==> config.mk <==
export PLATFORM = sky130hd
export DESIGN_NAME = di_enc_decoder
export DESIGN_NICKNAME = d
export VERILOG_FILES = /design/src/rtl/di_enc_decoder.sv
export SDC_FILE = /design/constraint.sdc
export NUM_CORES = 1
export LEC_CHECK = 0
export CAP_MARGIN = 20
export CORE_UTILIZATION = 40
export DETAILED_ROUTE_END_ITERATION = 16
export PLACE_DENSITY = 0.59
export REMOVE_ABC_BUFFERS = 1
export SYNTH_ARGS = -nofsm -noshare
export SYNTH_HDL_FRONTEND = slang
export SYNTH_SLANG_ARGS = --single-unit
==> constraint.sdc <==
create_clock -name xclk -period 5.8 [get_ports xclk]
set_input_delay 0.87 -clock xclk [delete_from_list [all_inputs] [get_ports xclk]]
set_output_delay 0.87 -clock xclk [all_outputs]
set_load 0.05 [all_outputs]
==> src/rtl/di_enc_decoder.sv <==
// Quadrature encoder receiver: synchronises and filters A/B/I, decodes X4 quadrature into a position count,
// latches position on index, measures xclk cycles per A period and flags illegal A/B transitions.
module di_enc_decoder #(
    parameter int FILT_LEN = 4,
    parameter int CNT_W    = 32
) (
    input  logic             xclk,
    input  logic             reset,
    input  logic             enca_in,
    input  logic             encb_in,
    input  logic             enci_in,
    input  logic             clear_counts,
    output logic [CNT_W-1:0] pos_count,
    output logic [CNT_W-1:0] index_latch,
    output logic             index_seen,
    output logic [CNT_W-1:0] period_count,
    output logic             period_valid,
    output logic             dir_out,
    output logic             quad_error
);
    localparam logic [3:0]       FILT_MAX = 4'(FILT_LEN - 1);
    localparam logic [CNT_W-1:0] ONE      = CNT_W'(1);
    localparam logic [CNT_W-1:0] ZERO     = {CNT_W{1'b0}};
    localparam logic [CNT_W-1:0] ALL1     = {CNT_W{1'b1}};

    // Line order in the 3-bit vectors: bit 2 = A, bit 1 = B, bit 0 = I
    logic [2:0]       sync1_r;
    logic [2:0]       sync2_r;
    logic [2:0]       filt_r;
    logic [2:0][3:0]  fcnt_r;
    logic [1:0]       prev_r;
    logic             iprev_r;
    logic             armed_r;
    logic [CNT_W-1:0] timer_r;

    logic [1:0]       cur_s;
    logic             step_fwd_s;
    logic             step_rev_s;
    logic             step_bad_s;
    logic             a_rise_s;
    logic             i_rise_s;
    logic [CNT_W-1:0] pos_next_s;

    // Synchronise each line, then let it through only after FILT_LEN consecutive disagreeing samples
    always_ff @(posedge xclk or posedge reset) begin
        if (reset) begin
            sync1_r <= 3'b000;
            sync2_r <= 3'b000;
            filt_r  <= 3'b000;
            fcnt_r  <= {3{4'd0}};
        end else begin
            sync1_r <= {enca_in, encb_in, enci_in};
            sync2_r <= sync1_r;
            for (int i = 0; i < 3; i++) begin
                if (sync2_r[i] == filt_r[i]) begin
                    fcnt_r[i] <= 4'd0;
                end else if (fcnt_r[i] == FILT_MAX) begin
                    filt_r[i] <= sync2_r[i];
                    fcnt_r[i] <= 4'd0;
                end else begin
                    fcnt_r[i] <= fcnt_r[i] + 4'd1;
                end
            end
        end
    end

    assign cur_s    = filt_r[2:1];
    assign a_rise_s = cur_s[1] & ~prev_r[1];
    assign i_rise_s = filt_r[0] & ~iprev_r;

    // Classify the {prev, current} A/B pair; forward order is 00 -> 10 -> 11 -> 01
    always_comb begin
        step_fwd_s = 1'b0;
        step_rev_s = 1'b0;
        step_bad_s = 1'b0;
        case ({prev_r, cur_s})
            4'b00_10, 4'b10_11, 4'b11_01, 4'b01_00: step_fwd_s = 1'b1;
            4'b00_01, 4'b01_11, 4'b11_10, 4'b10_00: step_rev_s = 1'b1;
            4'b00_11, 4'b11_00, 4'b01_10, 4'b10_01: step_bad_s = 1'b1;
            default:                                step_bad_s = 1'b0;
        endcase
    end

    // Position after this clock's step, so an index edge on the same clock captures it
    always_comb begin
        if (step_fwd_s) begin
            pos_next_s = pos_count + ONE;
        end else if (step_rev_s) begin
            pos_next_s = pos_count - ONE;
        end else begin
            pos_next_s = pos_count;
        end
    end

    // Counters, flags and period timer; a clear discards any coincident event but prev state keeps tracking
    always_ff @(posedge xclk or posedge reset) begin
        if (reset) begin
            prev_r       <= 2'b00;
            iprev_r      <= 1'b0;
            pos_count    <= ZERO;
            index_latch  <= ZERO;
            index_seen   <= 1'b0;
            period_count <= ZERO;
            period_valid <= 1'b0;
            dir_out      <= 1'b0;
            quad_error   <= 1'b0;
            timer_r      <= ZERO;
            armed_r      <= 1'b0;
        end else begin
            prev_r  <= cur_s;
            iprev_r <= filt_r[0];
            if (clear_counts) begin
                pos_count    <= ZERO;
                index_latch  <= ZERO;
                index_seen   <= 1'b0;
                period_count <= ZERO;
                period_valid <= 1'b0;
                quad_error   <= 1'b0;
                timer_r      <= ZERO;
                armed_r      <= 1'b0;
            end else begin
                pos_count <= pos_next_s;
                if (step_fwd_s) begin
                    dir_out <= 1'b1;
                end else if (step_rev_s) begin
                    dir_out <= 1'b0;
                end
                if (step_bad_s) begin
                    quad_error <= 1'b1;
                end
                if (i_rise_s) begin
                    index_latch <= pos_next_s;
                    index_seen  <= 1'b1;
                end
                if (a_rise_s) begin
                    timer_r <= ONE;
                    armed_r <= 1'b1;
                    if (armed_r) begin
                        period_count <= timer_r;
                        period_valid <= 1'b1;
                    end
                end else if (timer_r != ALL1) begin
                    timer_r <= timer_r + ONE;
                end
            end
        end
    end

endmodule
==> results of run 1 <==
## power by group through the flow
| stage | clock [mW] | combinational, mW | sequential (mW) |
|---|---|---|---|
| floorplan | 0 | 1.01 | 2.06 |
| global placement | 0 | 2.16 | 1.60 |
| detailed placement | 0 | 2.18 | 1.61 |
| CTS | 1.14 | 2.18 | 1.59 |
| global route | 1.19 | 2.37 | 1.63 |
| finish | 1.12 | 2.19 | 1.59 |
## worst paths after layout
path,slack [ps],to,start
worst max-delay path,2780,timer_r[27],timer_r[0]
worst min-delay path,350,sync2_r[1],sync1_r[1]
worst max register to register,2780,timer_r[27],timer_r[0]
worst min register to register,350,sync2_r[1],sync1_r[1]
max in group asynchronous,3710,pos_count[13],reset
min in group asynchronous,800,sync1_r[2],reset
## per-layer routing
layer | share of wire | global-route usage
met2 | 0.48 | 0.333
met4 | 0.015 | 0.0641
met5 | 0 | 0
met3 | 0.051 | 0.0364
met1 | 0.46 | 0.282
## cell usage in the layout (no fill, tap or decap), types with 3 or more instances in the layout
| cell | netlist | routed |
|---|---|---|
| sky130_fd_sc_hd__dfrtp_1 | 157 | 157 |
| sky130_fd_sc_hd__nand2_1 | 127 | 127 |
| sky130_fd_sc_hd__clkdlybuf4s50_1 | 0 | 104 |
| sky130_fd_sc_hd__nor2_1 | 92 | 91 |
| sky130_fd_sc_hd__a21oi_1 | 43 | 43 |
| sky130_fd_sc_hd__xor2_1 | 41 | 41 |
| sky130_fd_sc_hd__o21ai_0 | 32 | 32 |
| sky130_fd_sc_hd__nand3_1 | 30 | 30 |
| sky130_fd_sc_hd__xnor2_1 | 26 | 26 |
| sky130_fd_sc_hd__nand4_1 | 18 | 18 |
| sky130_fd_sc_hd__nor4_1 | 18 | 18 |
| sky130_fd_sc_hd__clkbuf_16 | 0 | 17 |
| sky130_fd_sc_hd__and3_1 | 14 | 14 |
| sky130_fd_sc_hd__nor3_1 | 14 | 14 |
| sky130_fd_sc_hd__or4_1 | 11 | 11 |
| sky130_fd_sc_hd__or3_1 | 8 | 8 |
| sky130_fd_sc_hd__inv_1 | 9 | 8 |
| sky130_fd_sc_hd__nor2b_1 | 6 | 6 |
| sky130_fd_sc_hd__ha_1 | 6 | 6 |
| sky130_fd_sc_hd__and2_1 | 5 | 5 |
| sky130_fd_sc_hd__nand2b_1 | 5 | 5 |
| sky130_fd_sc_hd__o31ai_1 | 5 | 5 |
| sky130_fd_sc_hd__o22ai_1 | 5 | 5 |
| sky130_fd_sc_hd__or2_2 | 4 | 4 |
| sky130_fd_sc_hd__o211ai_1 | 4 | 4 |
| sky130_fd_sc_hd__nor3b_1 | 4 | 4 |
| sky130_fd_sc_hd__nand3b_1 | 4 | 4 |
| sky130_fd_sc_hd__and4_1 | 4 | 4 |
| sky130_fd_sc_hd__a22oi_1 | 4 | 4 |
| sky130_fd_sc_hd__mux2_2 | 4 | 4 |
| sky130_fd_sc_hd__a31oi_1 | 3 | 3 |
| sky130_fd_sc_hd__o311ai_0 | 3 | 3 |
| sky130_fd_sc_hd__a32oi_1 | 3 | 3 |
| sky130_fd_sc_hd__inv_6 | 0 | 3 |
| sky130_fd_sc_hd__clkinvlp_4 | 0 | 3 |
| sky130_fd_sc_hd__clkinv_4 | 0 | 3 |
| sky130_fd_sc_hd__buf_4 | 2 | 3 |
## flip-flops by register name, indices dropped and copies added, names as in the netlist
register,flops
sync2_r,3
sync1_r,3
armed_r,1
period_valid,1
iprev_r,1
period_count,32
filt_r,3
index_seen,1
dir_out,1
pos_count,32
fcnt_r,12
index_latch,32
prev_r,2
quad_error,1
timer_r,32
## per-stage QoR
| stage | cell area [um^2] | cells | power [mW] | utilization | hold WS, ps |
|---|---|---|---|---|---|
| CTS | 9100 | 1098 | 4.92 | 0.507 | 349 |
| finish | 9170 | 1101 | 4.91 | 0.511 | 347 |
| floorplan | 7150 | 729 | 3.07 | - | 331 |
| global placement | 8510 | 1066 | 3.76 | 0.474 | 337 |
| detailed placement | 8510 | 1066 | 3.79 | 0.474 | 336 |
| global route | 9170 | 1101 | 5.20 | 0.511 | 356 |
## logic make-up after synthesis
logic type                 count (synthesis)  synth area share
and+or+nand+nor                          369             0.240
DFF                                      157             0.536
AOI/OAI and AO/OA                        115            0.0948
xor gates and xnor gates                  68            0.0823
buffers and inverters                     53            0.0287
adders and majority gates                  6            0.0102
muxes                                      5           0.00752
## cell type report
class | instances | area (um^2) | share of cell area
tap | 229 | 287 | 0.0312
multi-input combinational | 563 | 3190 | 0.348
inverter | 9 | 38.8 | 0.00423
sequential | 157 | 3930 | 0.428
clock buffer | 20 | 457 | 0.0498
clock inverter | 12 | 136 | 0.0149
timing repair buffer | 111 | 1140 | 0.124
==> results list, run 1 <==
* Run status: complete, no violations
- Arrival time of the worst setup path: 3320 ps
- For this design, the CTS-stage hold fixing added 0 buffers.
* Critical Path Fanout Max: 21
* Average footprint of a synthesized cell: 9.48 um^2
* Clock latency on the worst-skew pair: 420 ps
- Pin count of the biggest net entering global routing: 117
* HPWL reported at the end of detailed placement: 12700 um
* Count of antenna-violating nets left after detailed routing: 0
- The via count of the first global-routing pass came to 5739.
* CTS H-tree depth: 4
- RSZ-0062 raised after global routing: no
- DRT Pass-1 Iters: 5
- Setup violations remaining at the end of the flow were counted as 0.
- Once the clock tree was built, the setup fixing pass inserted 0 buffers.
- Ranking of synthesized cells by area: sky130_fd_sc_hd__dfrtp_1 54%, sky130_fd_sc_hd__nand2_1 6.5%, sky130_fd_sc_hd__xor2_1 4.9%, sky130_fd_sc_hd__nor2_1 4.7%, sky130_fd_sc_hd__xnor2_1 3.1%
- Counting instances, the worst hold path has a depth of 0.
- For this run, the number of Yosys warnings is 0.
- For this run, the top clock speed supported by timing is 0.331 GHz.
* # IOs: 106
* Power share of the sequential group: 0.325
- The area growth from synthesis to layout is 25.2%.
* Fraction of layout cells with a size suffix above 1: 0.0608
- The tool flagged a number of max-cap violations equal to 0.
- Of the total power, combinational logic draws 0.447.
- The worst register-to-register path has a depth of 7.
- Largest buffer count on any clock path: 2
* Detailed Route Iter0 Violations: 613
- Most common cell on crit path: sky130_fd_sc_hd__or4_1
* Weighted congestion at the end of routability-driven global placement: 0.887
- Antenna violations before repair: 0
* Port-buffer cells: 105
- Of the total power, the share spent switching nets is 0.449.
- Power Internal: 2.70 mW
* Count of final max-slew check failures: 0
- For the pin with the worst max-slew slack, the measured transition is 1060 ps.
* Gate Count Post-Synth: 773
* Element type at the critical path start: register
- Overall overflow remaining after global route: 0
* Biggest cell delay along the critical path: 860 ps
- By count the netlist is led by 157 x sky130_fd_sc_hd__dfrtp_1, 127 x sky130_fd_sc_hd__nand2_1, 92 x sky130_fd_sc_hd__nor2_1, 43 x sky130_fd_sc_hd__a21oi_1, 41 x sky130_fd_sc_hd__xor2_1.
* Number of buffers added by the clock tree synthesis step: 17
- In this run the core area contains 49 standard-cell rows.
* Aggregate routed wire length: 18300 um
* Post-route fraction of the period consumed by the critical path: 0.520
- The kind of cell with the highest combined delay along the critical path is simple AND/OR/NAND/NOR gates.
* Clock network power share: 0.228
* Mapped cell area: 7320 um^2
- Library cells used by synthesis: 51
* Post-synth top flop: sky130_fd_sc_hd__dfrtp_1
- EDFF count, synth: 0
- DRC violations left: 0
* Final count of hold timing violations: 0
- After layout, the worst setup slack is 2780 ps.
- The critical path contains buffers and inverters numbering 0 combined.
- Post-detailed-route via-to-cell ratio: 5.45
- Sequence of cells on the critical path: ha_1 > nand2_1 > or4_1 > or4_1 > nand4_1 > o311ai_0 > o41ai_1
- Detail-routed net length per standard cell: 16.6 um
* Count of inserted antenna diode cells: 0
- The die covers 18900 um^2.
* Slowest stage cell, crit path: sky130_fd_sc_hd__or4_1
* Most frequently used cell type in the post-synthesis netlist: sky130_fd_sc_hd__dfrtp_1
- TritonCTS built the clock tree.
- After synthesis the netlist holds a flip-flop and latch count of 157.
* Normalized max-slew margin: 0.293
- CP required: 6100 ps
* Post-place setup slack: 2810 ps
- Class of the worst hold path: reg2reg
* Register clock-pin slew on the reported worst setup and hold paths: 60 ps
* Die width: 137 um
- VDD sags by at most 0.000352 V.
* Placeable core region: 18000 um^2
- The worst setup path is captured at a register.
- Post-route clock skew: 8.66 ps
- The die is 137 um tall.
- Fill cell count: 1641
- Sw Pwr: 2.20 mW
- Cell leakage power: 3.81 nW
- First-pass GRT wire length: 30000 um
* Proportion of synthesized chip area in sequential cells: 0.536
* TritonCTS Sinks: 157
- Final Critical Period: 3020 ps
* PostCTS Resize Cnt: 0
* Via Count: 6003
* Clock root buffer: sky130_fd_sc_hd__clkbuf_16
- Summed over all instances, the cell type with the most area after synthesis is sky130_fd_sc_hd__dfrtp_1.
- Ys async rst share: 1.00
- Total GRT Usage: 0.206
* Number of stages on the worst setup path: 7
* Worst Setup Path Type: reg2reg
- The final layout contains 871 nets.
* Setup Total Neg Slack: 0 ps
* Initial core utilization: 0.408
- Top cell type's share of synthesized area: 0.536
* Cell Pwr Density: 535 nW/um^2
No activity file was read; power rests on OpenSTA's default activity.
==> inputs of run 2 (changes only) <==
clock period = 2.9 ns   (was 5.8 ns; I/O delays follow)
==> results list, run 2 (synthesis gave the netlist of run 1 again) <==
- Buffer and inverter count on the worst path: 1
- HPWL reported at the end of detailed placement: 13500 um
- DRC violations left: 0
- # rows: 49
- Clock root buffer: sky130_fd_sc_hd__clkbuf_16
- Post-route fraction of the period consumed by the critical path: 0.935
- The core region is 18000 um^2.
- After layout, the design draws a total of 9.92 mW.
- Dividing total power by cell area gives a power density of 1070 nW/um^2.
- At the end of routability-driven placement, the weighted congestion stood at 0.937.
- Beginning of the worst register-to-register path: timer_r[0]
* Detailed Route Iter0 Violations: 399
* TritonCTS clock tree: done
- CP required: 3190 ps
* Count of antenna-violating nets left after detailed routing: 0
- In the global route stage, overall resource usage came out at 0.214.
- Die height: 137 um
- 0 antenna diodes ended up in the layout.
- Number of global-route vias before repair: 6057
- Kind of cell adding the most delay to the critical path: simple AND/OR/NAND/NOR gates
* Most common cell on crit path: sky130_fd_sc_hd__or4_1
- Of the cells placed in the final design, the portion with a size suffix greater than 1 is 0.0809.
- Element type at the critical path start: register
- After detailed routing, the average wire length per cell comes to 16.8 um.
- For this design, the slowest cell found on the critical path is sky130_fd_sc_hd__or4_1.
- Count of final max-slew check failures: 0
- Final Critical Period: 2710 ps
- The flow ran to the end, and the final reports show no timing, DRC or antenna violations.
* Post-route clock skew: 11.3 ps
- Post-detailed-route via-to-cell ratio: 5.44
- Final number of setup-violating endpoints: 0
- Fill cell count: 1688
* # IOs: 106
- Number of cells in the finished layout apart from fillers: 1119
* Worst Setup Path Type: reg2reg
- The finished cells cover 9270 um^2.
* DRT Pass-1 Iters: 5
- PostCTS Resize Cnt: 0
* TritonCTS Sinks: 157
- The clock reaches the later pin of the worst-skew pair after 430 ps.
* Biggest cell delay along the critical path: 640 ps
- Port buffering added 105 buffers.
- R2r setup slk: 190 ps
- After layout, the worst setup slack is 188 ps.
- For this design the static power due to leakage is 3.89 nW.
- The critical path goes through ha_1 > nand2_1 > or4_1 > or4_1 > buf_4 > nor4bb_1 > xnor2_1 > nor2_1.
- First-pass GRT wire length: 31200 um
- Post-place setup slack: 222 ps
- The final layout contains 889 nets.
- Dpl cells: 1087
- The worst setup path is captured at a register.
* RSZ-0062 raised after global routing: no
- Final count of hold timing violations: 0
- IR Drop Worst-Case VDD: 0.000833 V
- In this run the worst path has a maximum fanout of 15.
- Measured along the x axis, the die boundary spans 137 um.
- The area growth from synthesis to layout is 26.6%.
- Reg2reg path depth: 8
- Overall overflow remaining after global route: 0
* Aggregate routed wire length: 18800 um
* Multi-input combinational cell area: 3200 um^2
* Most frequent cells in the layout: 157 x sky130_fd_sc_hd__dfrtp_1, 127 x sky130_fd_sc_hd__nand2_1, 104 x sky130_fd_sc_hd__clkdlybuf4s50_1, 91 x sky130_fd_sc_hd__nor2_1, 43 x sky130_fd_sc_hd__a21oi_1
- Summing over every cut layer, the via total after detailed routing is 6082.
- Maximum clock rate: 0.369 GHz
- Normalized max-slew margin: 0.304
- Entering global routing, the biggest net connects 65 pins.
* Largest buffer count on any clock path: 2
- For the pin with the worst max-slew slack, the measured transition is 1040 ps.
- The tool flagged a number of max-cap violations equal to 0.
* Hold_buf cts: 0
* Crit Reg-Reg Endpoint: timer_r[12]
- Commonest non-fill, non-tap cell in the layout: sky130_fd_sc_hd__dfrtp_1
* Worst setup path endpoint: timer_r[12]
- Tracing the worst setup path back leads to its startpoint at timer_r[0].
- The path class of the tightest hold or removal check is reg2reg.
* Arrival time of the worst setup path: 3010 ps
* Register clock-pin slew on the reported worst setup and hold paths: 60 ps
- Reg area: 3930 um^2
* Number of stages on the worst setup path: 8
- Initial core utilization: 0.408
* CTS H-tree depth: 4
- Post-CTS setup repair buffer count: 0
- Total die area: 18900 um^2
- Number of buffers added by the clock tree synthesis step: 17
- The initial antenna violation count came to 0.
* Post-detailed-placement cell area: 8690 um^2
- Across all hold checks on the routed design, the worst slack comes to 349 ps.
## run 2: worst min path at each step
stage          startpoint          to  cells after the start
6_report       sync1_r[1]  sync2_r[1]                      0
5_1_grt        sync1_r[0]  sync2_r[0]                      0
4_1_cts        sync1_r[1]  sync2_r[1]                      0
3_5_place_dp   sync1_r[1]  sync2_r[1]                      0
3_3_place_gp   sync1_r[0]  sync2_r[0]                      0
2_1_floorplan  sync1_r[0]  sync2_r[0]                      0
## run 2: layout make-up
| cell class | instances | area share |
|---|---|---|
| sequential | 157 | 0.424 |
| clock buffer | 19 | 0.0478 |
| timing repair buffer | 129 | 0.135 |
| tap | 229 | 0.0309 |
| clock inverter | 13 | 0.0140 |
| multi-input combinational | 563 | 0.345 |
| inverter | 9 | 0.00418 |
## run 2: layer usage
layer,share of wire,global-route usage
met5,0,0
met4,0.015,0.0788
met3,0.045,0.0357
met2,0.48,0.349
met1,0.46,0.285
## run 2: report_power, final
group | leakage, nW | internal, mW | switching, mW
Sequential | 2.14 | 2.59 | 0.506
Clock | 0.279 | 1.22 | 0.955
Combinational | 1.47 | 1.61 | 3.03
## run 2: per-stage QoR
step                      TNS [ps]   util
after CTS                        0  0.516
after global routing             0  0.516
after detailed placement         0  0.484
final                            0  0.516
after floorplan            -277870      -
after global placement           0  0.484
==> inputs of run 3 (changes only) <==
CORE_MARGIN = 8   (was default)
clock period = 3.17 ns   (was 2.9 ns; I/O delays follow)
==> results list, run 3 (synthesis gave the netlist of run 1 again) <==
- For this run, the total global-route usage over all layers was measured as 0.176.
- Arrival time of the worst setup path: 3040 ps
- For this configuration, the core starts out at a cell density of 0.408.
- In the routed layout, each cell is associated on average with a via count of 5.43.
* Normalized max-slew margin: 0.332
- In the finished design, the share of the clock period the worst path needs comes to 0.862.
* Aggregate routed wire length: 19600 um
- The number of pins exceeding their max-slew limit in the final report is 0.
- Post-detailed-placement cell area: 8640 um^2
- The worst setup path is launched from a register.
- In the post-route analysis, the smallest setup slack over all paths is 437 ps.
- Overall overflow remaining after global route: 0
- 0 antenna diodes ended up in the layout.
- # rows: 49
* Via Count: 6040
- The floorplan step defined a die boundary enclosing 22900 um^2.
* Fraction of the core area covered by cells at the end of the flow: 0.516
- The H-tree generated during clock tree synthesis spans 4 levels.
- The final number of hold-violating endpoints is 0.
* Largest buffer count on any clock path: 2
- Pin count of the biggest net entering global routing: 65
- The worst-case IR drop observed on VDD is 0.000630 V.
- Fill cell count: 1668
- Run status: complete, no violations
* Class of the worst hold path: reg2reg
* CP required: 3480 ps
- The number of gates resized after CTS was 0.
* Hold_buf cts: 0
- Antenna violations before repair: 0
- After clock tree synthesis, the setup repair step added 0 buffers.
- Die height: 151 um
- Leaving out fill and tap cells, the most frequent cell in the layout is sky130_fd_sc_hd__dfrtp_1.
* Syn-to-layout area delta: 26.6%
- In this run the standard cell core region covers 18000 um^2.
- After global routing, the most crowded layer is met2.
- In this run the tool buffered the top-level ports with 105 buffer cells.
* Count of antenna-violating nets left after detailed routing: 0
- At the end of routability-driven placement, the weighted congestion stood at 0.904.
- 106 I/O pins were placed.
- Fraction of layout cells with a size suffix above 1: 0.0725
- Final Critical Period: 2730 ps
* Number of nets in the layout: 882
* Crit. End Element: register
* Met1 global-route usage: 0.223
* Final non-filler cell area: 9270 um^2
- Cell Pwr Density: 992 nW/um^2
- TritonCTS Sinks: 157
- Setup repair after global routing left no endpoint under its margin.
- For met2 alone, demand over resource in global routing was 0.296.
- The analysis attributes to cell leakage a power of 3.88 nW.
- Post-place setup slack: 488 ps
* Number of global-route vias before repair: 6150
- The top cell types in the final layout, fill and taps aside, are 157 x sky130_fd_sc_hd__dfrtp_1, 127 x sky130_fd_sc_hd__nand2_1, 104 x sky130_fd_sc_hd__clkdlybuf4s50_1, 91 x sky130_fd_sc_hd__nor2_1, 43 x sky130_fd_sc_hd__a21oi_1.
* Register clock-pin slew on the reported worst setup and hold paths: 70 ps
- At the pin with the least slew margin, the transition time is 999 ps.
* Number of buffers added by the clock tree synthesis step: 17
- The tree is rooted in a sky130_fd_sc_hd__clkbuf_16.
- Maximum clock rate: 0.366 GHz
* Final number of setup-violating endpoints: 0
* First-pass GRT wire length: 32100 um
* Number of max-capacitance violations reported: 0
- Post-route clock skew: 19.2 ps
* DRC violations left: 0
- Worst Setup Path Type: reg2reg
* HPWL reported at the end of detailed placement: 14100 um
* Met3 capacity usage during global routing: 0.0412
* Clock latency on the worst-skew pair: 420 ps
- Detail-routed net length per standard cell: 17.6 um
* Die width: 151 um
- DRT Pass-1 Iters: 5
* Critical Path Fanout Max: 13
* Detailed Route Iter0 Violations: 420
* TritonCTS clock tree: done
run 3: changes by cell type in the layout (fill, tap and decap cells not counted), sizes merged:
cell      delta
buf          -7
bufinv       +3
clkinv       +2
clkinvlp     -1
inv          -4
run 3: where the power goes:
part	leakage, nW	total [mW]	internal, mW	switching [mW]
combinational	1.43	4.13	1.41	2.72
sequential	2.14	2.89	2.37	0.525
clock	0.308	2.18	1.34	0.836
run 3: layer usage:
layer | part of all wire | wire length, um
met1 | 0.44 | 8630
met2 | 0.49 | 9620
met3 | 0.061 | 1190
met4 | 0.0088 | 172
met5 | 0 | 0
run 3: path summary, 6_finish.rpt:
kind	endpoint	startpoint	depth (start not counted)	slack, ps
min	sync2_r[2]	sync1_r[2]	0	350
min reg2reg	sync2_r[2]	sync1_r[2]	0	350
max in group asynchronous	index_latch[28]	reset	3	2010
min in group asynchronous	period_count[13]	reset	2	460
max	index_latch[20]	filt_r[2]	6	440
max reg2reg	index_latch[20]	filt_r[2]	6	440
run 3: final cells by class:
class | count | area [um^2] | share of cell area
tap | 229 | 287 | 0.0309
clock inverter | 13 | 186 | 0.0201
inverter | 9 | 38.8 | 0.00418
multi-input combinational | 563 | 3190 | 0.344
sequential | 157 | 3930 | 0.424
clock buffer | 19 | 443 | 0.0478
timing repair buffer | 122 | 1200 | 0.129
run 3: critical path: stages, from the launching register on:
cell	delay [ps]
sky130_fd_sc_hd__dfrtp_1	480
sky130_fd_sc_hd__xnor2_1	570
sky130_fd_sc_hd__nor2_1	400
sky130_fd_sc_hd__o31ai_1	600
sky130_fd_sc_hd__o21ai_0	230
sky130_fd_sc_hd__xor2_1	230
sky130_fd_sc_hd__o21ai_0	110
run 3: through the flow:
step / hold WS (ps) / setup TNS (ps) / std cells / total power [mW]
6_report: 353 / 0 / 1112 / 9.20
5_1_grt: 362 / 0 / 1112 / 9.76
4_1_cts: 355 / 0 / 1112 / 9.26
3_5_place_dp: 341 / 0 / 1080 / 7.06
3_3_place_gp: 337 / 0 / 1080 / 7.00
2_1_floorplan: 331 / -241840 / 729 / 5.61
